**config.mk**
```make
export PLATFORM = sky130hd
export DESIGN_NAME = mul_limb_seq_flat
export DESIGN_NICKNAME = d
export VERILOG_FILES = /design/src/rtl/mul_limb_seq_pkg.sv /design/src/rtl/mul_limb_seq_if.sv /design/src/rtl/mul_limb_acc.sv /design/src/rtl/mul_limb_seq.sv /design/src/flat_wrapper.sv
export SDC_FILE = /design/constraint.sdc
export NUM_CORES = 1
export LEC_CHECK = 0
export CORE_AREA = 2 2 237 239
export CTS_CLUSTER_SIZE = 14
export DETAILED_ROUTE_END_ITERATION = 10
export DIE_AREA = 0 0 239 241
export PLACE_DENSITY = 0.68
export SLEW_MARGIN = 20
export SYNTH_ARGS = -nofsm -noshare
export SYNTH_HDL_FRONTEND = slang
export SYNTH_HIERARCHICAL = 1
export SYNTH_SLANG_ARGS = --single-unit
```
**constraint.sdc**
```tcl
create_clock -name clk -period 6.83 [get_ports clk]
set_clock_uncertainty 0.2 [all_clocks]
set_input_delay 1.0245 -clock clk [delete_from_list [all_inputs] [get_ports clk]]
set_output_delay 1.0245 -clock clk [all_outputs]
set_load 0.005 [all_outputs]
```
**src/rtl/mul_limb_seq_pkg.sv**
```systemverilog
// Shared types for the limb-multiplier operand sequencer: FSM states, pipeline tag, issue count.
package mul_limb_seq_pkg;

  typedef enum logic [1:0] {IDLE, ISSUE, DRAIN, DONE} state_t;

  // Wide enough for offsets up to 2*NUM_LIMBS-2 with NUM_LIMBS <= 128.
  localparam int OFFS_W = 8;

  typedef struct packed {
    logic              valid;
    logic [OFFS_W-1:0] offset;
    logic              dbl;
  } tag_t;

  function automatic int issue_count(input int num_limbs, input logic sqr);
    return sqr ? (num_limbs * (num_limbs + 1)) / 2 : num_limbs * num_limbs;
  endfunction

endpackage

```
**src/rtl/mul_limb_seq_if.sv**
```systemverilog
// Operand, multiplier and result signals of mul_limb_seq; slave is the sequencer side.
// MUL_LIMB_SEQ_SQR_EN adds in_sqr.
interface mul_limb_seq_if #(
  parameter int LIMB_BITS = 17,
  parameter int NUM_LIMBS = 4
);
  logic                             in_valid;
  logic                             in_ready;
  logic [NUM_LIMBS*LIMB_BITS-1:0]   in_a;
  logic [NUM_LIMBS*LIMB_BITS-1:0]   in_b;
`ifdef MUL_LIMB_SEQ_SQR_EN
  logic                             in_sqr;
`endif
  logic [LIMB_BITS-1:0]             mul_a;
  logic [LIMB_BITS-1:0]             mul_b;
  logic [2*LIMB_BITS-1:0]           mul_c;
  logic                             out_valid;
  logic                             out_ready;
  logic [2*NUM_LIMBS*LIMB_BITS-1:0] out_c;

`ifdef MUL_LIMB_SEQ_SQR_EN
  modport master (
    output in_valid, in_a, in_b, in_sqr, mul_c, out_ready,
    input  in_ready, mul_a, mul_b, out_valid, out_c
  );
  modport slave (
    input  in_valid, in_a, in_b, in_sqr, mul_c, out_ready,
    output in_ready, mul_a, mul_b, out_valid, out_c
  );
`else
  modport master (
    output in_valid, in_a, in_b, mul_c, out_ready,
    input  in_ready, mul_a, mul_b, out_valid, out_c
  );
  modport slave (
    input  in_valid, in_a, in_b, mul_c, out_ready,
    output in_ready, mul_a, mul_b, out_valid, out_c
  );
`endif

endinterface

```
**src/rtl/mul_limb_acc.sv**
```systemverilog
// Full-width product accumulator: acc += product << (offset*LIMB_BITS + dbl), one update per cycle.
// Clear has priority over accumulate; no overflow is possible at 2*NUM_LIMBS*LIMB_BITS.
module mul_limb_acc
  import mul_limb_seq_pkg::*;
#(
  parameter int LIMB_BITS = 17,
  parameter int NUM_LIMBS = 4
) (
  input  logic                             clk,
  input  logic                             reset,
  input  logic                             i_clr,
  input  logic                             i_en,
  input  logic [OFFS_W-1:0]                i_offset,
  input  logic                             i_dbl,
  input  logic [2*LIMB_BITS-1:0]           i_product,
  output logic [2*NUM_LIMBS*LIMB_BITS-1:0] o_acc
);

  localparam int ACC_W = 2 * NUM_LIMBS * LIMB_BITS;

  logic [ACC_W-1:0] r_acc;
  logic [ACC_W-1:0] w_term;

  always_comb begin
    w_term = ACC_W'(i_product) << (int'(i_offset) * LIMB_BITS + int'(i_dbl));
  end

  always_ff @(posedge clk) begin
    if (reset || i_clr) begin
      r_acc <= '0;
    end else if (i_en) begin
      r_acc <= r_acc + w_term;
    end
  end

  assign o_acc = r_acc;

endmodule

```
**src/rtl/mul_limb_seq.sv**
```systemverilog
// Multi-precision sequencer around a MUL_LAT-cycle limb multiplier; result N^2+MUL_LAT+1 cycles after accept.
// One job at a time over valid/ready; `MUL_LIMB_SEQ_SQR_EN adds in_sqr (A*A, N(N+1)/2 issues).
module mul_limb_seq
  import mul_limb_seq_pkg::*;
#(
  parameter int LIMB_BITS = 17,
  parameter int NUM_LIMBS = 4,
  parameter int MUL_LAT   = 2
) (
  input logic           clk,
  input logic           reset,
  mul_limb_seq_if.slave bus
);

  localparam int IW       = (NUM_LIMBS > 1) ? $clog2(NUM_LIMBS) : 1;
  localparam int CW       = $clog2(NUM_LIMBS * NUM_LIMBS + 1);
  localparam int CNT_BASE = issue_count(NUM_LIMBS, 1'b0);
  localparam int CNT_SQR  = issue_count(NUM_LIMBS, 1'b1);
  localparam logic [IW-1:0] LAST = IW'(NUM_LIMBS - 1);

  state_t                              r_state, w_state_nxt;
  logic [IW-1:0]                       r_i, r_j, w_i_nxt, w_j_nxt;
  logic [CW-1:0]                       r_cnt, w_cnt_nxt;
  logic [NUM_LIMBS-1:0][LIMB_BITS-1:0] r_a, r_b;
  tag_t                                r_tags [MUL_LAT];
  tag_t                                w_push;
  logic                                w_accept;
  logic                                w_pending;
  logic                                w_last;
  logic                                w_sqr;
  logic [2*NUM_LIMBS*LIMB_BITS-1:0]    w_acc;

`ifdef MUL_LIMB_SEQ_SQR_EN
  logic r_sqr;
  assign w_sqr = r_sqr;
`else
  assign w_sqr = 1'b0;
`endif

  assign w_last = (r_cnt == (w_sqr ? CW'(CNT_SQR - 1) : CW'(CNT_BASE - 1)));

  always_ff @(posedge clk) begin
    if (reset) begin
      r_state <= IDLE;
      r_i     <= '0;
      r_j     <= '0;
      r_cnt   <= '0;
    end else begin
      r_state <= w_state_nxt;
      r_i     <= w_i_nxt;
      r_j     <= w_j_nxt;
      r_cnt   <= w_cnt_nxt;
    end
  end

  always_comb begin
    w_state_nxt = r_state;
    w_i_nxt     = r_i;
    w_j_nxt     = r_j;
    w_cnt_nxt   = r_cnt;
    w_push      = '0;
    w_accept    = 1'b0;
    bus.mul_a   = '0;
    bus.mul_b   = '0;
    // Tags still short of the retire slot keep DRAIN going.
    w_pending   = 1'b0;
    for (int k = 0; k < MUL_LAT - 1; k++) begin
      w_pending = w_pending | r_tags[k].valid;
    end

    case (r_state)
      IDLE: begin
        if (bus.in_valid) begin
          w_accept    = 1'b1;
          w_i_nxt     = '0;
          w_j_nxt     = '0;
          w_cnt_nxt   = '0;
          w_state_nxt = ISSUE;
        end
      end
      ISSUE: begin
        bus.mul_a     = r_a[r_i];
        bus.mul_b     = w_sqr ? r_a[r_j] : r_b[r_j];
        w_push.valid  = 1'b1;
        w_push.offset = OFFS_W'(r_i) + OFFS_W'(r_j);
        w_push.dbl    = w_sqr && (r_i != r_j);
        w_cnt_nxt     = r_cnt + CW'(1);
        if (r_j == LAST) begin
          // Squaring only visits the upper triangle, so j restarts at the new i.
          w_j_nxt = w_sqr ? r_i + IW'(1) : '0;
          w_i_nxt = r_i + IW'(1);
        end else begin
          w_j_nxt = r_j + IW'(1);
        end
        if (w_last) begin
          w_state_nxt = DRAIN;
        end
      end
      DRAIN: begin
        if (!w_pending) begin
          w_state_nxt = DONE;
        end
      end
      DONE: begin
        if (bus.out_ready) begin
          w_state_nxt = IDLE;
        end
      end
      default: w_state_nxt = IDLE;
    endcase
  end

  always_ff @(posedge clk) begin
    if (reset) begin
      r_a <= '0;
      r_b <= '0;
`ifdef MUL_LIMB_SEQ_SQR_EN
      r_sqr <= 1'b0;
`endif
      for (int k = 0; k < MUL_LAT; k++) begin
        r_tags[k] <= '0;
      end
    end else begin
      if (w_accept) begin
        r_a <= bus.in_a;
        r_b <= bus.in_b;
`ifdef MUL_LIMB_SEQ_SQR_EN
        r_sqr <= bus.in_sqr;
`endif
      end
      r_tags[0] <= w_push;
      for (int k = 1; k < MUL_LAT; k++) begin
        r_tags[k] <= r_tags[k-1];
      end
    end
  end

  mul_limb_acc #(
    .LIMB_BITS (LIMB_BITS),
    .NUM_LIMBS (NUM_LIMBS)
  ) u_acc (
    .clk       (clk),
    .reset     (reset),
    .i_clr     (w_accept),
    .i_en      (r_tags[MUL_LAT-1].valid),
    .i_offset  (r_tags[MUL_LAT-1].offset),
    .i_dbl     (r_tags[MUL_LAT-1].dbl),
    .i_product (bus.mul_c),
    .o_acc     (w_acc)
  );

  assign bus.in_ready  = (r_state == IDLE);
  assign bus.out_valid = (r_state == DONE);
  assign bus.out_c     = (r_state == DONE) ? w_acc : '0;

endmodule
```
**src/flat_wrapper.sv**
```systemverilog
// flat-port wrapper written by rule: the top's interface ports become plain ports
module mul_limb_seq_flat import mul_limb_seq_pkg::*;
#(
  parameter int LIMB_BITS = 17,
  parameter int NUM_LIMBS = 4,
  parameter int MUL_LAT   = 2
)
  (clk, reset, bus_in_valid, bus_in_a, bus_in_b, bus_mul_c, bus_out_ready, bus_in_ready, bus_mul_a, bus_mul_b, bus_out_valid, bus_out_c);
  mul_limb_seq_if #(.LIMB_BITS(LIMB_BITS), .NUM_LIMBS(NUM_LIMBS)) bus_i ();
  input logic clk;
  input logic reset;
  input wire logic [$bits(bus_i.in_valid)-1:0] bus_in_valid;
  input wire logic [$bits(bus_i.in_a)-1:0] bus_in_a;
  input wire logic [$bits(bus_i.in_b)-1:0] bus_in_b;
  input wire logic [$bits(bus_i.mul_c)-1:0] bus_mul_c;
  input wire logic [$bits(bus_i.out_ready)-1:0] bus_out_ready;
  output wire logic [$bits(bus_i.in_ready)-1:0] bus_in_ready;
  output wire logic [$bits(bus_i.mul_a)-1:0] bus_mul_a;
  output wire logic [$bits(bus_i.mul_b)-1:0] bus_mul_b;
  output wire logic [$bits(bus_i.out_valid)-1:0] bus_out_valid;
  output wire logic [$bits(bus_i.out_c)-1:0] bus_out_c;
  assign bus_i.in_valid = bus_in_valid;
  assign bus_i.in_a = bus_in_a;
  assign bus_i.in_b = bus_in_b;
  assign bus_i.mul_c = bus_mul_c;
  assign bus_i.out_ready = bus_out_ready;
  assign bus_in_ready = bus_i.in_ready;
  assign bus_mul_a = bus_i.mul_a;
  assign bus_mul_b = bus_i.mul_b;
  assign bus_out_valid = bus_i.out_valid;
  assign bus_out_c = bus_i.out_c;
  mul_limb_seq #(.LIMB_BITS(LIMB_BITS), .NUM_LIMBS(NUM_LIMBS), .MUL_LAT(MUL_LAT)) u_core (.clk(clk), .reset(reset), .bus(bus_i));
endmodule
```
# Word-level counts from Yosys, hierarchy flattened
# Memory sizes are Yosys's and may differ from the RTL's.
# Index checks and enable logic that the tools add are counted.
# W data, S select, Z words.
# word_totals
output_inout_bits	172
inputBits	174
reg_bits	283
n_memories	1
word_cells	69
ram_bits	20
# memory_table
memory	words	width	rd	rd_clocked_by_memory_dff	write_ports	line_no	source
u_core.r_tags	2	10	2	0	2	mul_limb_seq.sv:25	tag_t r_tags [MUL_LAT];
# classes
shifts	1
order_cmp	2
n_mul	1
n_bitwise	2
reduce_logical	6
addsub	6
eq_ne	10
muxes	27
# ops
op	n
$add A136 B136 Y136	1
$mux W136	1
$shl A34 B32 Y136	1
$bmux W17 S2	2
$mux W17	4
$add A32 B2 Y32	1
$mux W10	3
$mux W2	7
$mul A8 B5 Y13 const B	1
$pmux W5 S2	1
$pmux W2 S2	2
$pmux W2 S4	1
$eq A2 B2 Y1 const B	3
$lt A2 B3 Y1 const B	2
$ne A2 B2 Y1 const B	3
$add A5 B1 Y5 const B	1
$eq A5 B4 Y1 const B	1
$mux W1	5
$mux W5	1
$add A2 B1 Y2 const B	2
$ne A2 B1 Y1 const B	2
$reduce_and A4 Y1	1
$add A2 B2 Y3	1
$reduce_and A3 Y1	1
6 further kinds	7

# Longest topological paths before layout
# An unclocked memory read counts as a cell.
# depth
depth_word	5
depth_mapped	30
mapped_depth_nobuf	28

# Modules after synthesis
# The synthesis kept the hierarchy.
# modules_own_cells
module	seq_area_each_um2	cells_per_inst	instances	area_per_inst_um2
mul_limb_acc	2722.6	2434	1	16921.2
mul_limb_seq	3103.0	917	1	7513.5

# Worst setup path before layout
# No wires, ideal clock.
# synth_timing
kind	register to register
startpoint	mem u_core/r_tags[0][11] in the netlist's numbering
endpoint	reg u_core.u_acc.r_acc[134], in the netlist u_core/u_acc/o_acc[134]
arrival_time_ps	5710
path_stages_with_launch	28
setup_time_ps	126
synth_period_minus_slack_ps	6035
slack_ps	795
path_buffers	5
t_required_ps	6504
path_cell_list	dfxtp_1 > ha_1 > buf_2 > buf_2 > clkbuf_1 > buf_1 > mux2i_1 > a21oi_1 > a31oi_1 > mux2i_1 > o21ai_0 > nor2_1 > a21oi_1 > nor2_1 > ha_1 > clkbuf_1 > nand4_1 > or4_4 > or3_1 > a211oi_2 > nor4_2 > o31ai_4 > a211oi_2 > nor2_2 > a41o_1 > a311oi_2 > xor2_1 > o21ai_1
# synth_lines
element	line_no	source
from (decl)	mul_limb_seq.sv:25	
to (signal assigned)	mul_limb_acc.sv:32	r_acc <= r_acc + w_term;
to (decl)	mul_limb_acc.sv:21	logic [ACC_W-1:0] r_acc;

# Final worst setup path
# layout_timing
startpoint	in bus_mul_c[13]
endpoint	reg u_core.u_acc.r_acc[129], in the netlist u_core/u_acc/o_acc[129]
# layout_between
elab_chain_len	2
# layout_rtl
element	line_no	source
from (decl)	flat_wrapper.sv:15	input wire logic [$bits(bus_i.mul_c)-1:0] bus_mul_c;
$shl A34 B32 Y136	mul_limb_acc.sv:25	w_term = ACC_W'(i_product) << (int'(i_offset) * LIMB_BITS + int'(i_dbl));
$add A136 B136 Y136	mul_limb_acc.sv:32	
# No other way between the ends.
# A chain may end at the register's enable or synchronous reset.

==> results.sh <==
export IMPL_status="finished clean"
export IMPL_drv_slew=0
export IMPL_grt_pass1_vias=25000
export IMPL_final_antenna_net_count=0
export IMPL_maxSlewHeadroom_pct=20.2
export IMPL_ys_types=87
export IMPL_fin_hold_ws_ns=0.242
export IMPL_rsz0062_at_grt="no"
export IMPL_tightest_slew_ns=1.19
export IMPL_yosysWarnings=6
export IMPL_cts_sinks=291
export IMPL_cts_setup_buffers=0
export IMPL_leakage_nw=12.9
export IMPL_crit_fanout=7
export IMPL_fillers=5199
export IMPL_dieArea_sq_mm=0.0576
export IMPL_swShare_pct=33.7
export IMPL_clockBufferDepth=3
export IMPL_final_area_sq_mm=0.0319
export IMPL_layout_drive_gt1_share_pct=13.0
export IMPL_p_clk_share_pct=37.7
export IMPL_syn_area_sq_mm=0.0244
export IMPL_finalSetupViolations=0
export IMPL_wl_per_cell_um=20.4
export IMPL_first_iter_violations=2211
export IMPL_fin_crit_sh_pct=94.3
export IMPL_final_common_cell="nand2_1"
export IMPL_dr_pass1_iters=6
export IMPL_io_pins=346
export IMPL_p_int_mw=3.68
export IMPL_ir_drop_mv=0.209
export IMPL_syn_inst=3351
export IMPL_min_period_ns=6.44
export IMPL_worstRegToRegCells=27
export IMPL_dpl_cell_area_sq_mm=0.0306
export IMPL_tritoncts_num_buffers=36
export IMPL_nets=4200
export IMPL_drt_total_wl_mm=94.0
export IMPL_vias_per_cell=5.75
export IMPL_required_ns=7.09
export IMPL_cts_tree="done"
export IMPL_grt_max_degree=97
export IMPL_synth_seq_area_share_pct=23.8
export IMPL_hp_class="flip-flop to flip-flop"
export IMPL_avgSynthCellArea_sq_um=7.29
export IMPL_vias=26400
export IMPL_powerDensity_mw_per_mm2=174
export IMPL_initial_utilization_pct=44.5
export IMPL_seq_power_share_pct=35.7
export IMPL_drc=0
export IMPL_ys_seq_elements=291
export IMPL_die_w_um=239
export IMPL_cp_data_arrival_time_ns=6.70
export IMPL_hold_violations=0
export IMPL_fp_row_count=86
export IMPL_fin_util_pct=58.2
export IMPL_core_area_sq_mm=0.0549
export IMPL_dp_cells=4536
export IMPL_synth_edff_count=0
export IMPL_gp_congestion=1.03
export IMPL_fmax_ghz=0.155
export IMPL_final_cell_mix="nand2_1, a21oi_1, nor2_1, buf_4, clkdlybuf4s50_1"
export IMPL_cts_htree_levels=2
export IMPL_grt_pass1_wl_mm=143
export IMPL_area_growth_pct=30.6
export IMPL_portBuffers=345
export IMPL_startpoint_type="input port"
export IMPL_dp_hpwl_mm=73.6
export IMPL_cp_end_kind="flip-flop"
export IMPL_clkLatencyLatePin_ns=0.60
export IMPL_stdcell_count=4601
export IMPL_path_clk_slew_ns=0.07
export IMPL_p_switching_mw=1.87
export IMPL_antenna_found_initial=1
export IMPL_clockRootBuffer="clkbuf_16"
export IMPL_die_h_um=241
export IMPL_max_cap_violations=0
export IMPL_comb_power_share_pct=26.5
export IMPL_setup_ws_ns=0.391
export IMPL_gr_usage_all_layers_pct=31.9
export IMPL_async_reset_ff_share_pct=0
export IMPL_synth_ff_type="dfxtp_1"
export IMPL_place_ws_ns=-0.0427
export IMPL_hold_depth=1
export IMPL_setup_worst_path_class="input port to flip-flop"
export IMPL_grt_ovfl_total=0
[final timing paths]
check	startpoint	endpoint	slack, ns
hold reg to reg	u_core/r_tags[0][2]	u_core/r_tags[0][12]	0.24
setup reg to reg	u_core/r_tags[0][11]	u_core/u_acc/o_acc[128]	0.40
hold / removal	u_core/r_tags[0][2]	u_core/r_tags[0][12]	0.24
setup / recovery	bus_mul_c[13]	u_core/u_acc/o_acc[129]	0.39
[stage by stage]
| step | total power [mW] | TNS, ns |
|---|---|---|
| 2_1_floorplan | 2.96 | 0 |
| 4_1_cts | 5.58 | 0 |
| 5_1_grt | 5.82 | 0 |
| 3_5_place_dp | 3.47 | -0.0906 |
| 3_3_place_gp | 3.46 | -0.0277 |
| 6_report | 5.55 | 0 |
[per-layer routing]
| layer | GRT usage, % | wire, um | up-vias |
|---|---|---|---|
| li1 | - | - | 12800 |
| met1 | 41.0 | 39600 | 12300 |
| met2 | 50.8 | 41300 | 1078 |
| met3 | 6.34 | 7750 | 211 |
| met4 | 16.3 | 5340 | 0 |
| met5 | 0 | 0 | - |
[cell families after synthesis]
family,synth area share (%)
buffers and inverters,4.65
adder cells (fa/ha/maj),8.05
other,0.0153
multiplexers,10.5
AO/OA/AOI/OAI,22.3
XOR/XNOR,4.87
AND/OR/NAND/NOR,25.8
flip-flops,23.8
[sequential cells by signal, indices dropped and copies added (netlist names)]
name,count
u_core/r_state,2
u_core/r_j,2
u_core/r_cnt,5
u_core/r_i,2
u_core/u_acc/o_acc,136
u_core/r_a,68
u_core/r_tags,8
u_core/r_b,68
[power groups by stage]
stage	Combinational [mW]	Clock, mW	Sequential, mW
after detailed placement	1.45	0	2.02
final	1.47	2.10	1.98
after global placement	1.44	0	2.01
after CTS	1.46	2.13	1.98
after global routing	1.62	2.20	2.01
after floorplan	0.987	0	1.97
[final cells by class]
type | count | area [sq um] | area share, %
Multi-Input combinational cell | 2793 | 17600 | 55.1
Timing Repair Buffer | 699 | 6120 | 19.2
Sequential cell | 291 | 5830 | 18.3
Clock buffer | 48 | 1040 | 3.25
Tap cell | 704 | 881 | 2.76
Clock inverter | 16 | 265 | 0.831
Inverter | 49 | 186 | 0.584
Antenna cell | 1 | 2.50 | 0.00784
[critical path, cell delays in order]
cell and delay, ns:
clkdlybuf4s50_1 0.47, mux2_2 0.17, nor2_1 0.04, a211oi_1 0.25, and2_1 0.17, a31oi_1 0.05, mux2i_1 0.26, a22oi_1 0.16
buf_4 0.21, buf_4 0.15, nor2_1 0.14, ha_1 0.33, a21oi_1 0.25, o21ai_0 0.18, nor3b_1 0.41, a311oi_1 0.18
buf_4 0.17, nor3_1 0.50, buf_4 0.22, or3_1 0.10, nand3_1 0.13, a21oi_1 0.16, buf_4 0.14, o21ai_1 0.22
a31oi_1 0.23, nor3_1 0.07, a211o_1 0.30
[Yosys cell counts (30+ instances only)]
| cell type | number | area share [%] |
|---|---|---|
| nand2_1 | 541 | 8.3 |
| a21oi_1 | 423 | 8.7 |
| nor2_1 | 376 | 5.8 |
| dfxtp_1 | 291 | 24 |
| and2_1 | 183 | 4.7 |
| o21ai_0 | 164 | 3.4 |
| clkbuf_1 | 163 | 2.5 |
| ha_1 | 154 | 7.9 |
| mux2i_1 | 133 | 5.4 |
| xnor2_1 | 82 | 2.9 |
| nand4_1 | 73 | 1.9 |
| a21o_1 | 66 | 2.0 |
| xor2_1 | 54 | 1.9 |
| inv_1 | 48 | 0.74 |
| buf_2 | 42 | 0.86 |
| nand3_1 | 42 | 0.86 |
| nor3_1 | 40 | 0.82 |
| mux4_2 | 36 | 3.3 |
| o21bai_1 | 34 | 1.0 |
| nor2b_1 | 33 | 0.84 |
| a211oi_1 | 30 | 0.92 |
[repair_timing]
| item | CTS | global route |
|---|---|---|
| hold buffers | 0 | 0 |
| resized for setup | 0 | 3 |
| endpoints found under the setup margin | 0 | 24 |
Note: power is estimated with default switching activity, not from simulation.
